===== src/rtl/passcode_pkg.sv =====
// ---------------------------------------------------------------------------
// passcode_pkg : state encodings and defaults shared by the passcode FSM/timer
// Revision     : 1.0
// ---------------------------------------------------------------------------
`default_nettype none

package passcode_pkg;

   typedef enum logic [2:0] {
      S_IDLE     = 3'd0,
      S_DIG1CORR = 3'd1,
      S_DIG2CORR = 3'd2,
      S_DIG3CORR = 3'd3,
      S_DIG4CORR = 3'd4
   } passcode_state_e;

   localparam int CLK_HZ_DEFAULT    = 50_000_000;
   localparam int TIMEOUT_S_DEFAULT = 20;

   // Seconds never exceed 99, so seven bits hold every legal value.
   localparam int SEC_W = 7;

   function automatic logic is_counting_state(input logic [2:0] state);
      return (state == S_DIG1CORR) || (state == S_DIG2CORR) || (state == S_DIG3CORR);
   endfunction

endpackage

`default_nettype wire


===== src/rtl/tick_gen.sv =====
// ---------------------------------------------------------------------------
// tick_gen : prescaler producing a one-cycle tick every CLK_HZ enabled cycles
// Revision : 1.0
// ---------------------------------------------------------------------------
`default_nettype none

module tick_gen
   import passcode_pkg::*;
#(
   parameter int CLK_HZ = CLK_HZ_DEFAULT
) (
   input  logic clk,
   input  logic rst_n,
   input  logic clear,
   input  logic enable,
   output logic tick
);

   localparam int               CNT_W      = (CLK_HZ > 1) ? $clog2(CLK_HZ) : 1;
   localparam logic [CNT_W-1:0] c_last_cnt = CNT_W'(CLK_HZ - 1);

   logic [CNT_W-1:0] r_cnt;

   // Clear dominates so a reload never coincides with a decrement.
   assign tick = enable && !clear && (r_cnt == c_last_cnt);

   always_ff @(posedge clk or negedge rst_n) begin
      if (!rst_n) begin
         r_cnt <= '0;
      end else if (clear || tick) begin
         r_cnt <= '0;
      end else if (enable) begin
         r_cnt <= r_cnt + 1'b1;
      end
   end

endmodule

`default_nettype wire


===== src/rtl/entry_timer.sv =====
// ---------------------------------------------------------------------------
// entry_timer : per-digit countdown with timeout pulse and BCD display digits
// Revision    : 1.0
// ---------------------------------------------------------------------------
`default_nettype none

module entry_timer
   import passcode_pkg::*;
#(
   parameter int CLK_HZ    = CLK_HZ_DEFAULT,
   parameter int TIMEOUT_S = TIMEOUT_S_DEFAULT
) (
   input  logic        clk,
   input  logic        rst_n,
   input  logic [2:0]  passcode_state,
   output logic [31:0] timer,
   output logic        timeout,
   output logic        running,
   output logic [3:0]  bcd_tens,
   output logic [3:0]  bcd_ones
);

   localparam logic [SEC_W-1:0] c_reload   = SEC_W'(TIMEOUT_S);
   localparam logic [3:0]       c_rst_tens = 4'(TIMEOUT_S / 10);
   localparam logic [3:0]       c_rst_ones = 4'(TIMEOUT_S % 10);

   logic [2:0]       r_prev_state;
   logic [SEC_W-1:0] r_timer;
   logic             r_timeout;
   logic [3:0]       r_bcd_tens;
   logic [3:0]       r_bcd_ones;

   logic             w_changed;
   logic             w_counting;
   logic             w_reload;
   logic             w_enable;
   logic             w_tick;
   logic [SEC_W-1:0] w_timer_nxt;

   assign w_changed  = (passcode_state != r_prev_state);
   assign w_counting = is_counting_state(passcode_state);
   assign w_reload   = w_changed || !w_counting;
   assign w_enable   = w_counting && (r_timer != '0);

   tick_gen #(
      .CLK_HZ (CLK_HZ)
   ) u_tick_gen (
      .clk    (clk),
      .rst_n  (rst_n),
      .clear  (w_reload),
      .enable (w_enable),
      .tick   (w_tick)
   );

   always_comb begin
      w_timer_nxt = r_timer;
      if (w_reload) begin
         w_timer_nxt = c_reload;
      end else if (w_tick) begin
         w_timer_nxt = r_timer - 1'b1;
      end
   end

   always_ff @(posedge clk or negedge rst_n) begin
      if (!rst_n) begin
         r_prev_state <= S_IDLE;
         r_timer      <= c_reload;
         r_timeout    <= 1'b0;
         r_bcd_tens   <= c_rst_tens;
         r_bcd_ones   <= c_rst_ones;
      end else begin
         r_prev_state <= passcode_state;
         r_timer      <= w_timer_nxt;
         // Registered alongside the counter so the pulse lands on the timer==0 cycle.
         r_timeout    <= (r_timer == SEC_W'(1)) && (w_timer_nxt == '0);
         r_bcd_tens   <= 4'(r_timer / SEC_W'(10));
         r_bcd_ones   <= 4'(r_timer % SEC_W'(10));
      end
   end

   assign timer    = {{(32 - SEC_W){1'b0}}, r_timer};
   assign timeout  = r_timeout;
   assign running  = w_counting && (r_timer != '0) && !w_changed;
   assign bcd_tens = r_bcd_tens;
   assign bcd_ones = r_bcd_ones;

endmodule

`default_nettype wire


===== config.mk =====
export PLATFORM = sky130hd
export DESIGN_NAME = entry_timer
export DESIGN_NICKNAME = d
export VERILOG_FILES = /design/src/rtl/passcode_pkg.sv /design/src/rtl/tick_gen.sv /design/src/rtl/entry_timer.sv
export SDC_FILE = /design/constraint.sdc
export NUM_CORES = 1
export LEC_CHECK = 0
export CAP_MARGIN = 10
export CORE_MARGIN = 2
export CORE_UTILIZATION = 53
export DETAILED_ROUTE_END_ITERATION = 8
export PLACE_DENSITY_LB_ADDON = 0.25
export SLEW_MARGIN = 10
export SYNTH_ARGS = -nofsm -noshare
export SYNTH_HDL_FRONTEND = slang
export SYNTH_HIERARCHICAL = 1
export SYNTH_SLANG_ARGS = --single-unit

===== constraint.sdc =====
create_clock -name clk -period 4.3 [get_ports clk]
set_input_delay 0.43 -clock clk [delete_from_list [all_inputs] [get_ports clk]]
set_output_delay 0.43 -clock clk [all_outputs]
set_load 0.05 [all_outputs]

==> impl_results.md <==
* Status: complete, no violations
* Crit-path max cell delay at 0.72 ns
* Synth Area in Simple Gates at roughly 22%
* Final min period at around 3.6 ns
* Gpl congestion at approximately 0.88
* Top cells by count, synth: dfrtp_1, nor2_1, buf_4
* Leakage at 0.00120 uW
* Post-CTS sizing at 0
* CP Launch Type: register
* Top-count cell post-synth: dfrtp_1
* Cell breakdown of the critical path: nor3_1, and2_1, a211oi_1, buf_4, and3_1, nand4_1, nor4_1, buf_4, nor4bb_1, nand2_1, xnor2_1, nor2_1, nor4_1
* Diodes inserted at 0
* Bufs and invs on worst path at 2
* Avg WL per Cell at 13.4 um
* Post-Syn Area per Cell at 9.60 um^2
* RSZ-0062 raised after global routing: false
* Fraction of the cycle the final worst path needs at between 80 and 90%
* Post-Layout Cell Count at approximately 360
* CTS buffer count at 5
* Dpl hpwl at 3.40 mm
* Mux contribution to synthesized area at under 10%
* First-pass GRT wire length at around 8 mm
* Synth cell types at 52
* Design Area, Final at 2900 um^2
* Critical Path AT at around 3.9 ns
* Placeable core area at 4750 um^2
* R2r setup slk at 0.66 ns
* Pwr per Cell Area at 265 nW/um^2
* Final hold viol count at 0
* Adder-Cell Fraction of Synth Area at around 2.8%
* GRT Overall Usage at 19.4%
* Yosys reg bits at 45
* Initial antenna violation count at 0
* Hold Path Class: in2async
* Placed inst area at 2810 um^2
* CP max stage cell: dfstp_2
* GR Overflow Total at 0
* Placed cells at between 300 and 400
* Total Routed Length at a little under 5 mm
* DR iter-0 viols at around 180
* Final setup viols at 0
* First-pass detailed-route iteration total at 4
* Clock skew at 0.0100 ns
* Post-synthesis sequential area ratio at between 40% and 50%
* P&R area growth vs syn at 9.86%
* Top Family by Delay on Critical Path: simple AND/OR/NAND/NOR gates
* Clock Tree Buf Depth at 2
* Number of synthesized flops with an enable pin at 0
* Share of cells above drive strength 1 at around 9.8%
* Fin Setup TNS at 0 ns
* Worst vdd ir at around 0.19 mV
* Xor and xnor area share after synthesis at 7.92%
* Postcts setup bufs at 0
* Final net count at just over 300
* Synthesized area at 2640 um^2
* Crit. End Element: register
* H-tree Lvls at 2
* Post-synth top area share at 39.8%
* Largest net degree at the start of global routing at 46
* CTS Root Cell: clkbuf_8
* PortBufs at 21
* Worst rel slew slack at 34.5%
* Max Cap Viol at 0
* Ys async rst share at 100%
* I/O pin count at 47
* Fmax at 274 MHz
* Drt via density at around 5.4
* Yosys top cell by area: dfrtp_1
* Die Area at ~5600 um^2
* WP data required at 4.50 ns
* Max FO, Critical Path at 16
* Post-CTS Hold Buffers at 0
* CTS Sinks at 45
* Drc violations at 0
* Largest family of logic cells by synthesized area: simple AND/OR/NAND/NOR gates
* Die height at 74.6 um
* Synth Area in Compound Gates at 12.3%
* Synth top area cells: dfrtp_1, buf_4, xor2_1
* Clk slew on worst S/H paths at 0.09 ns
* ANT nets after route at 0
* CTS tree: built
* Max-slew violations at 0
* CP Class: reg2reg
* Gate Count Post-Synth at 275
* Worst-skew pair later-pin latency at 0.30 ns
* Std cell rows at 25
* Routed vias at 1946
* Initial Util at 55.5%
* Die width at 74.6 um
* Top_reg_cell synth: dfrtp_1
* Worst-Margin Slew at 0.982 ns
* Number of global-route vias before repair at 1732
* Ys Warns at 6
==> path summary, 6_finish.rpt <==
check	endpoint	start	cells past startpoint
hold reg to reg	u_tick_gen/r_cnt[2]	u_tick_gen/r_cnt[2]	2
setup / recovery	timeout	r_timer[2]	13
min in group clk	u_tick_gen/r_cnt[2]	u_tick_gen/r_cnt[2]	2
hold / removal	u_tick_gen/r_cnt[22]	rst_n	1
setup reg to reg	timeout	r_timer[2]	13
max in group asynchronous	bcd_ones[2]	rst_n	1
==> sequential cells by signal, summed over array words and instances (netlist names) <==
| register | flops |
|---|---|
| r_timer | 7 |
| r_prev_state | 3 |
| timeout | 1 |
| bcd_ones | 4 |
| bcd_tens | 4 |
| u_tick_gen/r_cnt | 26 |
==> metal layers <==
metal	global-route usage [%]	part of all wire [%]	up-vias
met5	0	0	-
met4	6.55	1.2	0
met3	4.74	5.1	5
met2	29.1	46	50
met1	27.8	48	930
li1	-	-	961
==> logic make-up after synthesis <==
| group | after synthesis |
|---|---|
| AND/OR/NAND/NOR | 104 |
| AO/OA/AOI/OAI | 49 |
| flip-flops | 45 |
| buffers and inverters | 44 |
| XOR/XNOR | 23 |
| adder cells (fa/ha/maj) | 6 |
| multiplexers | 3 |
| other | 1 |
==> report_power, final <==
group	internal, uW	leakage (uW)	switching [uW]
combinational	7.54	0.000543	62.8
clock	117	0.0000447	154
sequential	424	0.000612	0.784
==> placed cells by master, fill, tap and decap left out, types with 6 or more instances in the layout <==
| cell | instances |
|---|---|
| dfrtp_1 | 42 |
| nor2_1 | 27 |
| conb_1 | 25 |
| clkdlybuf4s50_1 | 20 |
| a21oi_1 | 16 |
| nand2_1 | 14 |
| xor2_1 | 12 |
| nand3_1 | 12 |
| xnor2_1 | 10 |
| or3_1 | 9 |
| o21ai_0 | 8 |
| nand4_1 | 7 |
| inv_1 | 6 |
| o31ai_1 | 6 |
| ha_1 | 6 |
| buf_4 | 6 |
==> cell type report <==
class / count / area [um^2]
multi-input combinational: 210 / 1320
clock inverter: 3 / 25.0
sequential: 45 / 1130
tap: 67 / 83.8
inverter: 6 / 22.5
timing repair buffer: 27 / 250
clock buffer: 5 / 68.8
fill: 415 / 1860
==> through the flow <==
step / hold WS, ns / utilization (%) / total power, uW / setup WS [ns]
finish: 0.284 / 61.0 / 768 / 0.656
floorplan: 0.134 / - / 506 / 0.415
global placement: 0.519 / 59.0 / 504 / 0.814
detailed placement: 0.544 / 59.0 / 504 / 0.690
CTS: 0.317 / 61.0 / 779 / 0.637
global route: 0.362 / 61.0 / 802 / 0.308
(Power assumes the default switching activity.)
